[src/rtl/kgp_pkg.sv]
// Purpose: shared encodings for the KGP-RISC sequencer (states, op classes, branch conditions, flag bits).
// Latency: none, constants and types only.
// Backpressure: not applicable.
package kgp_pkg;

  typedef enum logic [2:0] {
    S_IDLE   = 3'd0,
    S_FETCH  = 3'd1,
    S_DECODE = 3'd2,
    S_EXEC   = 3'd3,
    S_MEM    = 3'd4,
    S_HALTED = 3'd5,
    S_FAULT  = 3'd6
  } state_t;

  // Decoded instruction classes; 5 and 6 are reserved and execute as NOP.
  localparam logic [2:0] OP_ALU    = 3'd0;
  localparam logic [2:0] OP_LOAD   = 3'd1;
  localparam logic [2:0] OP_STORE  = 3'd2;
  localparam logic [2:0] OP_BRANCH = 3'd3;
  localparam logic [2:0] OP_JUMP   = 3'd4;
  localparam logic [2:0] OP_HALT   = 3'd7;

  // Branch condition codes.
  localparam logic [2:0] BR_ALWAYS = 3'd0;
  localparam logic [2:0] BR_BZ     = 3'd1;
  localparam logic [2:0] BR_BNZ    = 3'd2;
  localparam logic [2:0] BR_BCY    = 3'd3;
  localparam logic [2:0] BR_BNCY   = 3'd4;
  localparam logic [2:0] BR_BPL    = 3'd5;
  localparam logic [2:0] BR_BMI    = 3'd6;
  localparam logic [2:0] BR_NEVER  = 3'd7;

  // Bit positions inside the {carry, zero, sign} flag vector.
  localparam int FLAG_CARRY = 2;
  localparam int FLAG_ZERO  = 1;
  localparam int FLAG_SIGN  = 0;

endpackage

[src/rtl/kgp_branch_eval.sv]
// Purpose: resolve a branch condition against the stored flags.
// Latency: purely combinational, zero cycles.
// Backpressure: none, output follows inputs.
module kgp_branch_eval
  import kgp_pkg::*;
(
  input  logic [2:0] i_flags,
  input  logic [2:0] i_cond,
  output logic       o_taken
);

  // Map each condition code onto the relevant flag bit or constant.
  always_comb begin
    o_taken = 1'b0;
    case (i_cond)
      BR_ALWAYS: o_taken = 1'b1;
      BR_BZ:     o_taken = i_flags[FLAG_ZERO];
      BR_BNZ:    o_taken = ~i_flags[FLAG_ZERO];
      BR_BCY:    o_taken = i_flags[FLAG_CARRY];
      BR_BNCY:   o_taken = ~i_flags[FLAG_CARRY];
      BR_BPL:    o_taken = ~i_flags[FLAG_SIGN];
      BR_BMI:    o_taken = i_flags[FLAG_SIGN];
      BR_NEVER:  o_taken = 1'b0;
      default:   o_taken = 1'b0;
    endcase
  end

endmodule

[src/rtl/kgp_seq_ctrl.sv]
// Purpose: multi-cycle FETCH/DECODE/EXEC/MEM sequencer owning the condition flags and retire counter.
// Latency: 3 cycles for ALU/BRANCH/JUMP, 4 for LOAD/STORE with zero-wait memory.
// Backpressure: FETCH and MEM stall on mem_ready=0, bounded by MEM_TIMEOUT before trapping to FAULT.
module kgp_seq_ctrl
  import kgp_pkg::*;
#(
  parameter int CNT_W       = 16,
  parameter int MEM_TIMEOUT = 15
) (
  input  logic             clk,
  input  logic             rst,
  input  logic             start,
  input  logic [2:0]       op_class,
  input  logic [2:0]       br_cond,
  input  logic             set_flags,
  input  logic             alu_carry,
  input  logic             alu_zero,
  input  logic             alu_sign,
  input  logic             mem_ready,
  output logic             ir_we,
  output logic             pc_we,
  output logic             pc_sel,
  output logic             rf_we,
  output logic             mem_req,
  output logic             mem_we,
  output logic [2:0]       flags,
  output logic [2:0]       state,
  output logic             halted,
  output logic             fault,
  output logic [CNT_W-1:0] instr_count
);

  localparam int              WAIT_W    = 16;
  // The wait counter value in the last allowed stall cycle; one more miss traps.
  localparam logic [WAIT_W-1:0] WAIT_LAST = WAIT_W'(MEM_TIMEOUT - 1);

  state_t             r_state;
  logic [2:0]         r_op;
  logic [2:0]         r_cond;
  logic               r_setf;
  logic [2:0]         r_flags;
  logic [WAIT_W-1:0]  r_wait;
  logic [CNT_W-1:0]   r_count;

  logic w_taken;
  logic w_timeout;
  logic w_halt_entry;
  logic w_ir_we;
  logic w_pc_we;
  logic w_pc_sel;
  logic w_rf_we;
  logic w_mem_req;
  logic w_mem_we;

  kgp_branch_eval u_branch_eval (
    .i_flags (r_flags),
    .i_cond  (r_cond),
    .o_taken (w_taken)
  );

  // A stall cycle that would push the wait count to the limit traps; ready in that cycle still wins.
  assign w_timeout    = (MEM_TIMEOUT != 0) && !mem_ready && (r_wait == WAIT_LAST);
  assign w_halt_entry = (r_state == S_EXEC) && (r_op == OP_HALT);

  // Enables decode from state; ready-dependent strobes react in the same cycle as mem_ready.
  always_comb begin
    w_ir_we   = 1'b0;
    w_pc_we   = 1'b0;
    w_pc_sel  = 1'b0;
    w_rf_we   = 1'b0;
    w_mem_req = 1'b0;
    w_mem_we  = 1'b0;
    case (r_state)
      S_FETCH: begin
        w_mem_req = 1'b1;
        w_ir_we   = mem_ready;
      end
      S_EXEC: begin
        case (r_op)
          OP_ALU: begin
            w_rf_we = 1'b1;
            w_pc_we = 1'b1;
          end
          OP_BRANCH: begin
            w_pc_we  = 1'b1;
            w_pc_sel = w_taken;
          end
          OP_JUMP: begin
            w_pc_we  = 1'b1;
            w_pc_sel = 1'b1;
          end
          OP_LOAD, OP_STORE, OP_HALT: begin
            w_pc_we = 1'b0;
          end
          default: begin
            w_pc_we = 1'b1;
          end
        endcase
      end
      S_MEM: begin
        w_mem_req = 1'b1;
        w_mem_we  = (r_op == OP_STORE);
        if (mem_ready) begin
          w_pc_we = 1'b1;
          w_rf_we = (r_op == OP_LOAD);
        end
      end
      default: begin
        w_mem_req = 1'b0;
      end
    endcase
  end

  // Sequencer state, decode latches, flags and memory wait counter.
  always_ff @(posedge clk) begin
    if (rst) begin
      r_state <= S_IDLE;
      r_op    <= '0;
      r_cond  <= '0;
      r_setf  <= 1'b0;
      r_flags <= '0;
      r_wait  <= '0;
    end else begin
      case (r_state)
        S_IDLE: begin
          r_wait <= '0;
          if (start) r_state <= S_FETCH;
        end
        S_FETCH: begin
          if (mem_ready) begin
            r_state <= S_DECODE;
          end else if (w_timeout) begin
            r_state <= S_FAULT;
          end else begin
            r_wait <= r_wait + WAIT_W'(1);
          end
        end
        S_DECODE: begin
          r_wait  <= '0;
          r_op    <= op_class;
          r_cond  <= br_cond;
          r_setf  <= set_flags;
          r_state <= S_EXEC;
        end
        S_EXEC: begin
          r_wait <= '0;
          case (r_op)
            OP_ALU: begin
              if (r_setf) r_flags <= {alu_carry, alu_zero, alu_sign};
              r_state <= S_FETCH;
            end
            OP_LOAD, OP_STORE: r_state <= S_MEM;
            OP_HALT:           r_state <= S_HALTED;
            default:           r_state <= S_FETCH;
          endcase
        end
        S_MEM: begin
          if (mem_ready) begin
            r_wait  <= '0;
            r_state <= S_FETCH;
          end else if (w_timeout) begin
            r_state <= S_FAULT;
          end else begin
            r_wait <= r_wait + WAIT_W'(1);
          end
        end
        S_HALTED, S_FAULT: begin
          r_state <= r_state;
        end
        default: begin
          r_state <= S_FAULT;
        end
      endcase
    end
  end

  // Retire counter: one count per PC update and one for the HALT itself.
  always_ff @(posedge clk) begin
    if (rst) begin
      r_count <= '0;
    end else if (w_pc_we || w_halt_entry) begin
      r_count <= r_count + CNT_W'(1);
    end
  end

  assign ir_we       = w_ir_we;
  assign pc_we       = w_pc_we;
  assign pc_sel      = w_pc_sel;
  assign rf_we       = w_rf_we;
  assign mem_req     = w_mem_req;
  assign mem_we      = w_mem_we;
  assign flags       = r_flags;
  assign state       = r_state;
  assign halted      = (r_state == S_HALTED);
  assign fault       = (r_state == S_FAULT);
  assign instr_count = r_count;

endmodule

[config.mk]
export PLATFORM = sky130hd
export DESIGN_NAME = kgp_seq_ctrl
export DESIGN_NICKNAME = d
export VERILOG_FILES = /design/src/rtl/kgp_pkg.sv /design/src/rtl/kgp_branch_eval.sv /design/src/rtl/kgp_seq_ctrl.sv
export SDC_FILE = /design/constraint.sdc
export NUM_CORES = 1
export LEC_CHECK = 0
export ABC_CLOCK_PERIOD_IN_PS = 2300
export CAP_MARGIN = 20
export CORE_MARGIN = 1
export CORE_UTILIZATION = 51
export CTS_BUF_LIST = sky130_fd_sc_hd__clkbuf_16
export DETAILED_ROUTE_END_ITERATION = 8
export GPL_TIMING_DRIVEN = 0
export PLACE_DENSITY = 0.87
export REMOVE_ABC_BUFFERS = 1
export SYNTH_ARGS = -nofsm -noshare
export SYNTH_HDL_FRONTEND = slang
export SYNTH_SLANG_ARGS = --single-unit
[constraint.sdc]
create_clock -name clk -period 2.3 [get_ports clk]
set_input_delay 0.23 -clock clk [delete_from_list [all_inputs] [get_ports clk]]
set_output_delay 0.23 -clock clk [all_outputs]
set_load 0.01 [all_outputs]
==> results.cfg <==
[route]
wire_per_inst_um = 15.27
antenna_left = 0
firstDrtPassIters = 4
viasPerCell = 6.098
drt_iter0_drc = 153
drc_errors = 0
vias = 2433
routed_wl_um = 6092

[synthesis]
ys.flop_type = dfxtp_1
synth_area_sq_um = 2597
yosys.cell_types.count = 52
synthCells = 296
ys_async_sr_fraction = 0
seq_area_frac_synth = 0.3468
syn_area_per_cell_sq_um = 8.775
yosysWarningCount = 0
ys_ff_latch = 45
synth-edff-count = 0

[cells_and_area]
fin_nets = 348
num_antenna_cells = 0
layout_common_cells = dfxtp_1 (42), clkdlybuf4s50_1 (41), a21oi_1 (26), nor2_1 (22), mux2i_1 (20)
fin_cells = 399
drive_above_1_share = 0.1114
mostFrequentLayoutCell = dfxtp_1
finish.utilization = 0.6660
area_delta_synth_final_pct = 23.51

[critical_path]
worst-endpoint-required_ns = 2.07
endpoint_kind = output port
critPathArrivalTime_ns = 1.92
worstSetupPathType = primary input to output port
r2r_start = state[1]
r2r_slack_ns = 0.22
crit_path_start_kind = primary input
r2r_end = instr_count[3]
worst-path-max-fanout = 6
r2r_cells = 5

[pwr]
ir_drop_mv = 0.2941
switchingPower_w = 0.0004194
power_frac_comb = 0.098
p_seq_frac = 0.453
internal-power_w = 0.001386
p_leak_nw = 1.014
power_density_nw_per_um2 = 562.7
p_sw_frac = 0.2323
clockPowerShare = 0.449

[min_path]
worstHoldStart = instr_count[12]
worstHoldPathCells = 2
holdPathEnd = instr_count[12]
min_path_type = register to register

[timing]
hold_violations = 0
period_minus_slack_ns = 2.153
slew_violations = 0
maxSlewHeadroom = 0.3750
period_share = 0.9359
setup_viol = 0
fin_skew_ns = 0.009649
rsz0062_at_grt = false
max_slew.worst_pin.slew_ns = 0.9358
fmax_mhz = 464.6

[placement]
globalplace.congestion = 0.8013
dpl.cell_count = 389
hpwlAfterDp_um = 3780
port_buffers = 43

[floorplan]
io_pins = 44
die_w_um = 73.37
num_rows = 25
dieArea_sq_um = 5382
initial_core_util = 0.5392
die_h_um = 73.37
core_area_sq_um = 4817

[clock_network]
cts_root_buf = clkbuf_16
cts_tree = yes
cts_max_path_buffers = 2
cts.sinks = 45
cts-buffers-inserted = 5
path_clk_slew_ns = 0.06
htree_num_levels = 2
clk_latency_ns = 0.29
hold_buffers = 0

[grt]
grt_overflow = 0
antenna_found_initial = 0
grtUsageTotal = 0.2401
grt_pass1_wl_um = 10140
grt_pass1_vias = 2144
grt_max_degree = 54

[status]
status = completed

[job]
maxCapViolCount = 0
-- how the worst max path moves through the flow --
stage | start | cells past startpoint | end
after detailed placement | mem_ready | 5 | instr_count[11]
after global placement | mem_ready | 5 | r_wait[13]
final | mem_ready | 5 | rf_we
after global routing | r_wait[1] | 5 | r_wait[0]
after CTS | state[0] | 4 | rf_we
after floorplan | state[2] | 4 | instr_count[11]
-- what timing repair did --
action                     in CTS  in global routing
gates resized for setup         2                  2
gates cloned                    1                  0
buffers inserted                0                  1
setup endpoints to repair       5                  7
hold endpoints to repair        0                  0
pin swaps                       1                  0
-- synth_stat cells, types with 6 or more instances --
master / n / area [sq um]
nand2_1: 10 / 37.54
dfxtp_1: 45 / 900.9
inv_1: 9 / 33.78
o31ai_1: 15 / 112.6
or4_1: 14 / 105.1
or3b_2: 9 / 78.83
mux2i_1: 20 / 200.2
clkbuf_1: 12 / 45.04
nor2_1: 22 / 82.58
or3_1: 6 / 37.54
nor4_1: 13 / 81.33
nand3_1: 12 / 60.06
nand4_1: 7 / 43.79
nand3b_1: 10 / 75.07
a21oi_1: 26 / 130.1
-- power by group through the flow --
| stage | clock network (W) | registers, W | logic, W |
|---|---|---|---|
| final | 0.000811 | 0.000817 | 0.000177 |
| after global routing | 0.000852 | 0.000820 | 0.000193 |
| after CTS | 0.000815 | 0.000816 | 0.000177 |
| after detailed placement | 0 | 0.000833 | 0.000172 |
| after global placement | 0 | 0.000833 | 0.000163 |
| after floorplan | 0 | 0.000828 | 0.0000938 |
-- worst max-delay path: stages --
cell,delay (ns)
clkdlybuf4s50_1,0.61
and4bb_2,0.29
a21oi_1,0.07
nor3_1,0.17
clkdlybuf4s50_1,0.56
-- logic make-up after synthesis --
group                    after synthesis  synth area share
AND/OR/NAND/NOR                      136            0.3353
AO/OA/AOI/OAI                         57            0.1407
flip-flops                            45            0.3468
buffers and inverters                 28           0.05299
multiplexers                          25            0.1031
adder cells (fa/ha/maj)                3           0.01445
XOR/XNOR                               2          0.006745
-- per-stage QoR --
step | setup WS [ns] | cell area [sq um] | hold slack, ns | total power [W] | TNS [ns]
final | 0.1474 | 3208 | 0.4981 | 0.001805 | 0
after global placement | -0.3154 | 3008 | 0.4680 | 0.0009954 | -5.772
after global routing | 0.05953 | 3208 | 0.5228 | 0.001865 | 0
after floorplan | 0.2184 | 2494 | 0.2991 | 0.0009222 | 0
after CTS | 0.04870 | 3198 | 0.5016 | 0.001807 | 0
after detailed placement | -0.2049 | 3019 | 0.4883 | 0.001005 | -1.214
-- sequential cells by signal, summed over array words and instances (netlist names) --
| name | cells |
|---|---|
| r_wait | 16 |
| r_setf | 1 |
| state | 3 |
| r_op | 3 |
| instr_count | 16 |
| r_cond | 3 |
| flags | 3 |
-- per-layer routing --
| layer | vias up | share of wire | global-route usage |
|---|---|---|---|
| li1 | 1202 | - | - |
| met1 | 1154 | 0.46 | 0.3186 |
| met2 | 68 | 0.48 | 0.3971 |
| met3 | 9 | 0.038 | 0.04664 |
| met4 | 0 | 0.015 | 0.06838 |
| met5 | - | 0 | 0 |
-- area by class of cell --
cell class                 instances  area, sq um
fill                             404         1609
multi-input combinational        224         1572
sequential                        45        904.6
timing repair buffer              46        447.9
clock buffer                       5        125.1
tap                               67        83.83
clock inverter                     3        41.29
inverter                           9        33.78
Power figures use the tool's default switching activity.
